### config.mk
export PLATFORM = sky130hd
export DESIGN_NAME = sevseg_capture
export DESIGN_NICKNAME = d
export VERILOG_FILES = /design/src/rtl/sevseg_pkg.sv /design/src/rtl/sevseg_inv_dec.sv /design/src/rtl/sevseg_capture.sv
export SDC_FILE = /design/constraint.sdc
export NUM_CORES = 1
export LEC_CHECK = 0
export CAP_MARGIN = 0
export CORE_MARGIN = 3
export CORE_UTILIZATION = 35
export DETAILED_ROUTE_END_ITERATION = 16
export PLACE_DENSITY = 0.58
export SYNTH_ARGS = -nofsm -noshare
export SYNTH_HDL_FRONTEND = slang
export SYNTH_SLANG_ARGS = --single-unit
### constraint.sdc
create_clock -name clk -period 2.7 [get_ports clk]
set_input_delay 0.54 -clock clk [delete_from_list [all_inputs] [get_ports clk]]
set_output_delay 0.54 -clock clk [all_outputs]
set_load 0.01 [all_outputs]
### src/rtl/sevseg_pkg.sv
// Shared definitions for the seven-segment capture path: the active-low hex
// pattern table (same table the encoder drives) and the dwell FSM states.
package sevseg_pkg;

  localparam int SEG_W = 7;

  // Active-low patterns, bit0=a .. bit6=g, indexed by hex digit 0..F.
  localparam logic [SEG_W-1:0] SEG_HEX [16] = '{
    7'h40, 7'h79, 7'h24, 7'h30, 7'h19, 7'h12, 7'h02, 7'h78,
    7'h00, 7'h18, 7'h08, 7'h03, 7'h46, 7'h21, 7'h06, 7'h0E
  };

  // Dwell tracker: no strobe, waiting for stability, already accepted.
  typedef enum logic [1:0] {
    IDLE   = 2'd0,
    SETTLE = 2'd1,
    HELD   = 2'd2
  } cap_state_e;

endpackage

### src/rtl/sevseg_inv_dec.sv
// Inverse seven-segment decoder: maps an active-low segment pattern back to
// its hex nibble. Patterns outside the table report o_valid=0.
module sevseg_inv_dec
  import sevseg_pkg::*;
(
  input  logic [SEG_W-1:0] i_pat,
  output logic [3:0]       o_nibble,
  output logic             o_valid
);

  // Table search; at most one entry can match since all patterns are distinct.
  always_comb begin
    // NOTE: every output of a combinational block gets a default first, so no path leaves it unassigned and no latch is inferred.
    o_nibble = 4'h0;
    o_valid  = 1'b0;
    for (int i = 0; i < 16; i++) begin
      if (i_pat == SEG_HEX[i]) begin
        o_nibble = 4'(i);
        o_valid  = 1'b1;
      end
    end
  end

endmodule

### src/rtl/sevseg_capture.sv
// Receive side of the multiplexed seven-segment bus. Registers the bus once,
// waits for each digit dwell to be stable, decodes the accepted pattern into
// a shadow nibble and publishes the whole value once every digit has been seen.
module sevseg_capture
  import sevseg_pkg::*;
#(
  parameter int DIGITS        = 4,
  parameter int STABLE_CYCLES = 4,
  parameter int ACTIVE_LOW    = 1
) (
  input  logic                  clk,
  input  logic                  rst,
  input  logic [SEG_W-1:0]      seg_in,
  input  logic [DIGITS-1:0]     dig_sel,
  input  logic                  flush,
  output logic [4*DIGITS-1:0]   value,
  output logic                  value_valid,
  output logic [DIGITS-1:0]     err_digit
);

  localparam int CNT_W = (STABLE_CYCLES < 2) ? 1 : $clog2(STABLE_CYCLES + 1);
  localparam logic [CNT_W-1:0] CNT_ONE  = CNT_W'(1);
  localparam logic [CNT_W-1:0] STABLE_C = CNT_W'(STABLE_CYCLES);

  // Registered bus sample and the sample before it
  logic [SEG_W-1:0]    r_seg_q;
  logic [DIGITS-1:0]   r_dig_q;
  logic [SEG_W-1:0]    r_seg_prev;
  logic [DIGITS-1:0]   r_dig_prev;

  // Dwell tracker
  cap_state_e          r_state;
  cap_state_e          w_state_nxt;
  logic [CNT_W-1:0]    r_cnt;
  logic [CNT_W-1:0]    w_cnt_nxt;
  logic [CNT_W-1:0]    w_cnt_cur;
  logic                w_eval;
  logic                w_accept;

  // Frame assembly
  logic [4*DIGITS-1:0] r_shadow;
  logic [4*DIGITS-1:0] w_shadow_nxt;
  logic [DIGITS-1:0]   r_seen;
  logic [DIGITS-1:0]   w_seen_nxt;
  logic [DIGITS-1:0]   r_bad;
  logic [DIGITS-1:0]   w_bad_nxt;
  logic                w_complete;

  // Published outputs
  logic [4*DIGITS-1:0] r_value;
  logic                r_value_valid;
  logic [DIGITS-1:0]   r_err;

  // Decode path
  logic [SEG_W-1:0]    w_pat;
  logic [3:0]          w_nibble;
  logic                w_dec_ok;
  logic                w_strobe_ok;
  logic                w_same;

  assign w_strobe_ok = $onehot(r_dig_q);
  assign w_same      = ({r_seg_q, r_dig_q} == {r_seg_prev, r_dig_prev});
  assign w_pat       = (ACTIVE_LOW != 0) ? r_seg_q : ~r_seg_q;
  assign w_complete  = &r_seen;

  sevseg_inv_dec u_dec (
    .i_pat    (w_pat),
    .o_nibble (w_nibble),
    .o_valid  (w_dec_ok)
  );

  // Single input register stage plus one-deep history for the stability compare.
  always_ff @(posedge clk or posedge rst) begin
    if (rst) begin
      r_seg_q    <= '0;
      r_dig_q    <= '0;
      r_seg_prev <= '0;
      r_dig_prev <= '0;
    end else begin
      // NOTE: state updates use non-blocking assignment so r_seg_prev takes the old r_seg_q, not the value written a line above.
      r_seg_q    <= seg_in;
      r_dig_q    <= dig_sel;
      r_seg_prev <= r_seg_q;
      r_dig_prev <= r_dig_q;
    end
  end

  // Dwell state and stability count registers.
  always_ff @(posedge clk or posedge rst) begin
    if (rst) begin
      r_state <= IDLE;
      r_cnt   <= '0;
    end else begin
      r_state <= w_state_nxt;
      r_cnt   <= w_cnt_nxt;
    end
  end

  // Next dwell state: count consecutive identical samples, accept once per dwell.
  always_comb begin
    w_state_nxt = r_state;
    w_cnt_nxt   = r_cnt;
    w_cnt_cur   = '0;
    w_eval      = 1'b0;
    w_accept    = 1'b0;
    if (!w_strobe_ok) begin
      // Blanking: zero or multi-hot strobe is never accepted.
      w_state_nxt = IDLE;
      w_cnt_nxt   = '0;
    end else begin
      case (r_state)
        IDLE: begin
          w_eval    = 1'b1;
          w_cnt_cur = CNT_ONE;
        end
        SETTLE: begin
          w_eval    = 1'b1;
          w_cnt_cur = w_same ? (r_cnt + CNT_ONE) : CNT_ONE;
        end
        HELD: begin
          // An unchanged dwell has already been accepted; only a change restarts counting.
          if (!w_same) begin
            w_eval    = 1'b1;
            w_cnt_cur = CNT_ONE;
          end
        end
        default: w_state_nxt = IDLE;
      endcase
      if (w_eval) begin
        w_cnt_nxt = w_cnt_cur;
        if (w_cnt_cur >= STABLE_C) begin
          w_accept    = 1'b1;
          w_state_nxt = HELD;
        end else begin
          w_state_nxt = SETTLE;
        end
      end
    end
  end

  // Frame assembly: a completed frame clears seen/bad, an accept in the same
  // cycle starts the next frame, and flush overrides both.
  always_comb begin
    w_seen_nxt   = w_complete ? '0 : r_seen;
    w_bad_nxt    = w_complete ? '0 : r_bad;
    w_shadow_nxt = r_shadow;
    if (w_accept) begin
      w_seen_nxt = w_seen_nxt | r_dig_q;
      w_bad_nxt  = w_dec_ok ? (w_bad_nxt & ~r_dig_q) : (w_bad_nxt | r_dig_q);
      for (int k = 0; k < DIGITS; k++) begin
        // Invalid patterns leave the prior shadow nibble in place.
        if (r_dig_q[k] && w_dec_ok) begin
          w_shadow_nxt[4*k +: 4] = w_nibble;
        end
      end
    end
    if (flush) begin
      w_seen_nxt = '0;
      w_bad_nxt  = '0;
    end
  end

  // Shadow, seen and bad registers.
  always_ff @(posedge clk or posedge rst) begin
    if (rst) begin
      // NOTE: the shadow nibbles are reset because a bad pattern in the first frame publishes the prior shadow value, which must be a defined 0.
      r_shadow <= '0;
      r_seen   <= '0;
      r_bad    <= '0;
    end else begin
      r_shadow <= w_shadow_nxt;
      r_seen   <= w_seen_nxt;
      r_bad    <= w_bad_nxt;
    end
  end

  // Publish the frame one edge after its last accept; value/err hold otherwise.
  always_ff @(posedge clk or posedge rst) begin
    if (rst) begin
      r_value       <= '0;
      r_value_valid <= 1'b0;
      r_err         <= '0;
    end else begin
      r_value_valid <= w_complete;
      if (w_complete) begin
        r_value <= r_shadow;
        r_err   <= r_bad;
      end
    end
  end

  assign value       = r_value;
  assign value_valid = r_value_valid;
  assign err_digit   = r_err;

endmodule

## Yosys cells after proc, flatten, opt, wreduce, memory -nomap -nowiden

Cells that the tools add are included.

- Register bits after elaboration: 72
- Bits of input ports: 14
- Output and inout bits: 21
- Word-level logic and storage cells: 112

- $add $sub $neg: 4
- $lt $le $gt $ge: 1
- Eq/ne operators: 21
- Muxes and demuxes: 54
- Bitwise logic cells: 4
- Reduce and logical (&&, ||, !) cells: 13

Operator list:

| kind | count |
|---|---|
| $mux W4 | 15 |
| $eq A7 B7 Y1 const B | 4 |
| $mux W3 | 8 |
| $mux W1 | 23 |
| $eq A7 B5 Y1 const B | 3 |
| $eq A7 B6 Y1 const B | 3 |
| $eq A7 B2 Y1 const B | 2 |
| $eq A7 B4 Y1 const B | 2 |
| $mux W2 | 6 |
| $eq A11 B11 Y1 | 1 |
| $pmux W3 S3 | 1 |
| $or A4 B4 Y4 | 2 |
| $reduce_and A2 Y1 | 4 |
| $eq A7 B3 Y1 const B | 1 |
| $logic_not A7 Y1 | 1 |
| $add A1 B1 Y2 | 2 |
| $and A4 B4 Y4 | 1 |
| $logic_and A1 B1 Y1 | 4 |
| $not A4 Y4 | 1 |
| $reduce_and A4 Y1 | 1 |
| $add A2 B2 Y3 | 1 |
| $add A3 B1 Y3 const B | 1 |
| $eq A3 B1 Y1 const B | 1 |
| $ge A3 B3 Y1 const B | 1 |
| 8 further kinds | 8 |

## Longest topological paths before layout

Gate-level depths: netlist of run 1.

- Depth in word-level cells: 20
- Gate-level depth with buffers: 11
- Gate-level depth less buffers: 11

## Cells and area by module

Synthesis of run 1 repeated with hierarchy kept, for this count alone.

- Cells, all modules: 292
- Area total of the unflattened synthesis: 3290.7 µm²

By module, submodules not included:

| module | times used | cells each | area an instance (µm²) | seq. area each (µm²) |
|---|---|---|---|---|
| sevseg_capture | 1 | 236 | 2877.8 | 1801.7 |
| sevseg_inv_dec | 1 | 56 | 412.9 | 0.0 |

## Worst setup path after synthesis of run 1

OpenSTA, ideal clock, no wires.

- Path kind: register to register
- Start point: register r_dig_q[0]
- End point: register r_shadow[3]
- Setup time: 0.135 ns
- Data arrival time: 2.327 ns
- Required time: 2.565 ns
- Slack: 0.238 ns
- Stages on the path, launching flop included: 12
- Path buffers: 0
- Clock period less this slack: 2.462 ns
- Cell sequence: dfrtp_1 -> inv_1 -> fa_1 -> inv_1 -> ha_1 -> ha_1 -> nor2_1 -> nand2_1 -> nor2_1 -> nand3_1 -> o21ai_0 -> o21ai_0

- Longest elaborated chain between the ends: 9
- Elaborated cells on any way between the ends: 17
- Classes of those cells: add/sub (2); order compare (1); eq/ne (2); mux (10); reduce/logical (2)

Ends and longest elaborated chain:

| what | line | text |
|---|---|---|
| from (decl) | sevseg_capture.sv:27 | `logic [DIGITS-1:0] r_dig_q;` |
| from (signal assigned) | sevseg_capture.sv:82 | `r_dig_q <= dig_sel;` |
| $eq A11 B11 Y1 | sevseg_capture.sv:62 | `assign w_same = ({r_seg_q, r_dig_q} == {r_seg_prev, r_dig_prev});` |
| $mux W1 or $mux W3 (tied branches) | sevseg_capture.sv:122, sevseg_capture.sv:118 |  |
| $pmux W3 S3 | sevseg_capture.sv:111 | `case (r_state)` |
| $mux W3 | sevseg_capture.sv:106 | `if (!w_strobe_ok) begin` |
| $ge A3 B3 Y1 | sevseg_capture.sv:131 | `if (w_cnt_cur >= STABLE_C) begin` |
| $mux W1 | sevseg_capture.sv:131 |  |
| $mux W1 | sevseg_capture.sv:129 | `if (w_eval) begin` |
| $mux W1 | sevseg_capture.sv:106 |  |
| $reduce_and A2 Y1 (no line) * | - |  |
| to (signal assigned) | sevseg_capture.sv:171 | `r_shadow <= w_shadow_nxt;` |
| to (decl) | sevseg_capture.sv:41 | `logic [4*DIGITS-1:0] r_shadow;` |

Mark *: on every way between the ends. The rest lies on a longest branch, timed or not. The select of a mux whose other input is x is not followed.
A chain may end at the register's enable or synchronous reset.

## Worst setup path in the final report of run 1

- Start point: register r_dig_q[0]
- End point: register r_shadow[13]

- Longest elaborated chain between the ends: 9
- Elaborated cells on any way between the ends: 16
- Classes of those cells: add/sub (2); order compare (1); eq/ne (2); mux (10); reduce/logical (1)

Ends and longest elaborated chain:

| what | line |
|---|---|
| $eq A11 B11 Y1 | sevseg_capture.sv:62 |
| $mux W1 or $mux W3 (tied branches) | sevseg_capture.sv:122, sevseg_capture.sv:118 |
| $pmux W3 S3 | sevseg_capture.sv:111 |
| $mux W3 | sevseg_capture.sv:106 |
| $ge A3 B3 Y1 | sevseg_capture.sv:131 |
| $mux W1 | sevseg_capture.sv:131 |
| $mux W1 | sevseg_capture.sv:129 |
| $mux W1 * | sevseg_capture.sv:106 |
| $reduce_and A2 Y1 (no line) * | - |

Marked as above.

==> results of run 1 <==
==> cells in the mapped netlist (7+ instances only) <==
cell and count:
sky130_fd_sc_hd__o22a_1 12, sky130_fd_sc_hd__o21ai_0 17, sky130_fd_sc_hd__inv_1 11, sky130_fd_sc_hd__clkbuf_1 8, sky130_fd_sc_hd__a21oi_1 7, sky130_fd_sc_hd__nand2_1 71, sky130_fd_sc_hd__nor3_1 7, sky130_fd_sc_hd__nand3_1 13
sky130_fd_sc_hd__xnor2_1 11, sky130_fd_sc_hd__dfrtp_1 72, sky130_fd_sc_hd__nor2_1 10
==> cell type report <==
cell class              count  area (um2)
fillers                   864        4900
flip-flops and latches     72        1803
multi-input cells         216        1399
repair buffers             45       435.4
well taps                 108       135.1
clock buffers              10       127.6
clock inverters             6       92.59
inverters                  11       41.29
==> sequential cells by signal (all words and copies together) (netlist names) <==
register / cells
r_dig_q: 4
r_seg_prev: 7
err_digit: 4
value: 16
r_seg_q: 7
r_seen: 4
value_valid: 1
r_bad: 4
r_shadow: 16
r_dig_prev: 4
r_cnt: 3
r_state: 2
==> path summary, 6_finish.rpt <==
path                            slack (ns)       start            end  cells after the start
max in group asynchronous             1.79         rst     r_dig_q[0]                      3
worst min-delay path                  0.46  r_dig_q[0]  r_dig_prev[0]                      0
min in group asynchronous             0.59         rst    value_valid                      3
worst max-delay path                  0.14  r_dig_q[0]   r_shadow[13]                     11
worst min register to register        0.46  r_dig_q[0]  r_dig_prev[0]                      0
worst max register to register        0.14  r_dig_q[0]   r_shadow[13]                     11
==> power by group <==
| group | total (mW) | internal, mW | switching (mW) |
|---|---|---|---|
| clock network | 0.936 | 0.525 | 0.411 |
| registers | 1.14 | 1.10 | 0.0365 |
| logic | 0.174 | 0.0782 | 0.0960 |
==> through the flow <==
stage          std cells  utilization [%]  power (mW)  setup WS, ns  TNS (ns)
2_1_floorplan        316                -       1.265        0.2379         0
3_3_place_gp         452            42.11       1.328       0.07586         0
3_5_place_dp         452            42.11       1.331      -0.05348   -0.2875
4_1_cts              468            44.58       2.276      -0.05665   -0.2663
5_1_grt              468            45.15       2.342      -0.06217   -0.3394
6_report             468            45.15       2.248        0.1412         0
==> routing by layer <==
layer | global-route usage, % | part of all wire [%] | vias to the layer above
met4 | 5.677 | 1.8 | 0
met5 | 0 | 0 | -
met2 | 20.87 | 45 | 61
met1 | 19.48 | 49 | 1162
met3 | 3.518 | 4.5 | 11
li1 | - | - | 1179
==> cell families after synthesis <==
logic type | after synthesis
AND/OR/NAND/NOR | 132
XOR/XNOR | 13
adder cells (fa/ha/maj) | 4
buffers and inverters | 28
multiplexers | 2
AO/OA/AOI/OAI | 65
flip-flops | 72
==> what timing repair did <==
action                                  CTS  global route
resized for setup                         0            12
cloned                                    0             0
endpoints found under the setup margin   10            24
pin swaps                                 0             1
==> metrics.txt, run 1 <==
# TYPE chip_impl_metric gauge
chip_impl_metric{name="std_cell_rows",unit=""} 34
chip_impl_metric{name="core_area",unit="um2"} 8934
chip_impl_metric{name="syn-cell-area",unit="um2"} 3288
chip_impl_metric{name="yosys.area_share.simple",unit="%"} 19.41
chip_impl_metric{name="timing.final.crit_share",unit="%"} 94.77
chip_impl_metric{name="antenna_left",unit=""} 0
chip_impl_metric{name="synth_fa_ha_area_share",unit="%"} 1.750
chip_impl_metric{name="placed_area",unit="um2"} 3762
chip_impl_metric{name="numCtsBuffers",unit=""} 9
chip_impl_metric{name="fin_worst_hold_slack",unit="ns"} 0.4626
chip_impl_metric{name="postSynthAreaPerCell",unit="um2"} 10.41
chip_impl_metric{name="detailedRoute.firstIterationViolations",unit=""} 132
chip_impl_metric{name="max_freq",unit="MHz"} 390.8
chip_impl_metric{name="critPathRequiredTime",unit="ns"} 2.99
chip_impl_metric{name="timing.slew.headroom",unit="%"} 56.47
chip_impl_info{name="dominant_combinational_cell_family_by_area_after_synthesis",value="simple AND/OR/NAND/NOR gates"} 1
chip_impl_info{name="crit_chain",value="inv_1 > fa_1 > inv_1 > ha_1 > ha_1 > nor2_1 > nand2_1 > nor2_4 > nand3_2 > a21oi_2 > o22a_1"} 1
chip_impl_metric{name="slew_at_the_pin_closest_to_its_max_slew_limit",unit="ns"} 0.6522
chip_impl_info{name="min_path_type",value="register to register"} 1
chip_impl_metric{name="h-tree-depth",unit=""} 3
chip_impl_metric{name="p_per_area",unit="nW/um2"} 557.3
chip_impl_metric{name="drive_gt1_share",unit="%"} 13.61
chip_impl_metric{name="floorplan.io_pins",unit=""} 35
chip_impl_metric{name="syn_nets",unit=""} 334
chip_impl_metric{name="yosysWarnings",unit=""} 0
chip_impl_info{name="layout.cells.most_common_list",value="sky130_fd_sc_hd__nand2_1, sky130_fd_sc_hd__dfrtp_1, sky130_fd_sc_hd__clkdlybuf4s50_1"} 1
chip_impl_metric{name="postCtsSetupRepairBufs",unit=""} 0
chip_impl_metric{name="synth_compound_gate_area_share",unit="%"} 15.64
chip_impl_metric{name="final.setup_skew",unit="ns"} 0.009838
chip_impl_metric{name="sinks_on_the_clock_net",unit=""} 72
chip_impl_info{name="cts.root.buffer_cell",value="sky130_fd_sc_hd__clkbuf_8"} 1
chip_impl_metric{name="fin_area",unit="um2"} 4034
chip_impl_metric{name="grt_first_pass_wirelength",unit="um"} 11540
chip_impl_metric{name="cp.arrival",unit="ns"} 2.85
chip_impl_metric{name="drt-vias-per-instance",unit=""} 5.156
chip_impl_metric{name="number_of_enable_flip_flop_cells_after_synthesis",unit=""} 0
chip_impl_metric{name="cp.buffers_inverters",unit=""} 2
chip_impl_metric{name="port_buffers",unit=""} 34
chip_impl_metric{name="worst_path_max_fanout",unit=""} 9
chip_impl_metric{name="starting_density",unit="%"} 36.81
chip_impl_metric{name="postSynth.asyncResetShare",unit="%"} 100.0
chip_impl_metric{name="synth_cells",unit=""} 316
chip_impl_info{name="grt_setup_unrepaired",value="yes"} 1
chip_impl_info{name="worst_setup_path_start_kind",value="register"} 1
chip_impl_metric{name="die_w",unit="um"} 102.9
chip_impl_info{name="crit_slowest_cell",value="sky130_fd_sc_hd__fa_1"} 1
chip_impl_metric{name="drc",unit=""} 0
chip_impl_metric{name="yosys.area_share.xor_xnor",unit="%"} 3.463
chip_impl_info{name="category_of_the_most_critical_setup_path",value="register to register"} 1
chip_impl_metric{name="postSynthRegisterBits",unit=""} 72
chip_impl_metric{name="area_growth",unit="%"} 22.68
chip_impl_info{name="yosys.area.top_type",value="sky130_fd_sc_hd__dfrtp_1"} 1
chip_impl_metric{name="drt-wirelength-per-cell",unit="um"} 14.49
chip_impl_metric{name="cellLeakagePower",unit="nW"} 1.767
chip_impl_metric{name="hold_viol_final",unit=""} 0
chip_impl_info{name="tritoncts",value="yes"} 1
chip_impl_metric{name="cts_hold_buf",unit=""} 0
chip_impl_metric{name="cap_violations",unit=""} 0
chip_impl_metric{name="design.die.area",unit="um2"} 10590
chip_impl_metric{name="drt_pre_antenna_iters",unit=""} 4
chip_impl_metric{name="finalWeightedCongestion",unit=""} 0.8001
chip_impl_info{name="timing.critical_path.to_type",value="register"} 1
chip_impl_metric{name="slowest_delay",unit="ns"} 0.53
chip_impl_info{name="synthFlopType",value="sky130_fd_sc_hd__dfrtp_1"} 1
chip_impl_metric{name="antenna_cells_inserted",unit=""} 0
chip_impl_metric{name="grtUsageTotal",unit="%"} 13.99
chip_impl_info{name="worst_path_dominant_cell_family",value="adder cells"} 1
chip_impl_metric{name="die_y",unit="um"} 102.9
chip_impl_metric{name="via_count_of_the_first_global_routing_pass",unit=""} 2332
chip_impl_metric{name="layout_min_cycle_time",unit="ns"} 2.559
chip_impl_metric{name="clk_pin_slew",unit="ns"} 0.08
chip_impl_metric{name="maximum_number_of_pins_on_one_net_before_global_route_repair",unit=""} 73
chip_impl_metric{name="dp_hpwl",unit="um"} 4560
chip_impl_info{name="post_synth_main_area_contributors",value="sky130_fd_sc_hd__dfrtp_1, sky130_fd_sc_hd__nand2_1, sky130_fd_sc_hd__o22a_1"} 1
chip_impl_metric{name="clock_tree.buffer_depth",unit=""} 2
chip_impl_metric{name="final_max_slew_viol_count",unit=""} 0
chip_impl_metric{name="post_synth_num_cell_types",unit=""} 58
chip_impl_metric{name="num_vias",unit=""} 2413
chip_impl_metric{name="synth_top_area_share",unit="%"} 54.79
chip_impl_metric{name="clock_insertion_delay_worst_skew",unit="ns"} 0.35
chip_impl_metric{name="irDropWorstVdd",unit="uV"} 427.6
chip_impl_info{name="run_status",value="finished, final reports clean"} 1
chip_impl_metric{name="synth.yosys.seq_area_share",unit="%"} 54.79
chip_impl_metric{name="grt_overflow",unit=""} 0
chip_impl_metric{name="net_count_final",unit=""} 373
chip_impl_metric{name="routed_wirelength",unit="um"} 6782
chip_impl_metric{name="synth.area.mux_share",unit="%"} 0.7610
chip_impl_metric{name="final-setup-viol-count",unit=""} 0
chip_impl_metric{name="grt_antenna_before_repair",unit=""} 0
Power figures use the tool's default switching activity.
==> inputs of run 2 (changes only) <==
--- a/config.mk
+++ b/config.mk
@@ -9,6 +9,7 @@
 export CORE_MARGIN = 3
 export CORE_UTILIZATION = 35
 export DETAILED_ROUTE_END_ITERATION = 16
+export HOLD_SLACK_MARGIN = 0.15
 export PLACE_DENSITY = 0.58
 export SYNTH_ARGS = -nofsm -noshare
 export SYNTH_HDL_FRONTEND = slang
==> results of run 2 <==
Same layout as run 1: the final DEF is identical, and so are final timing and power.
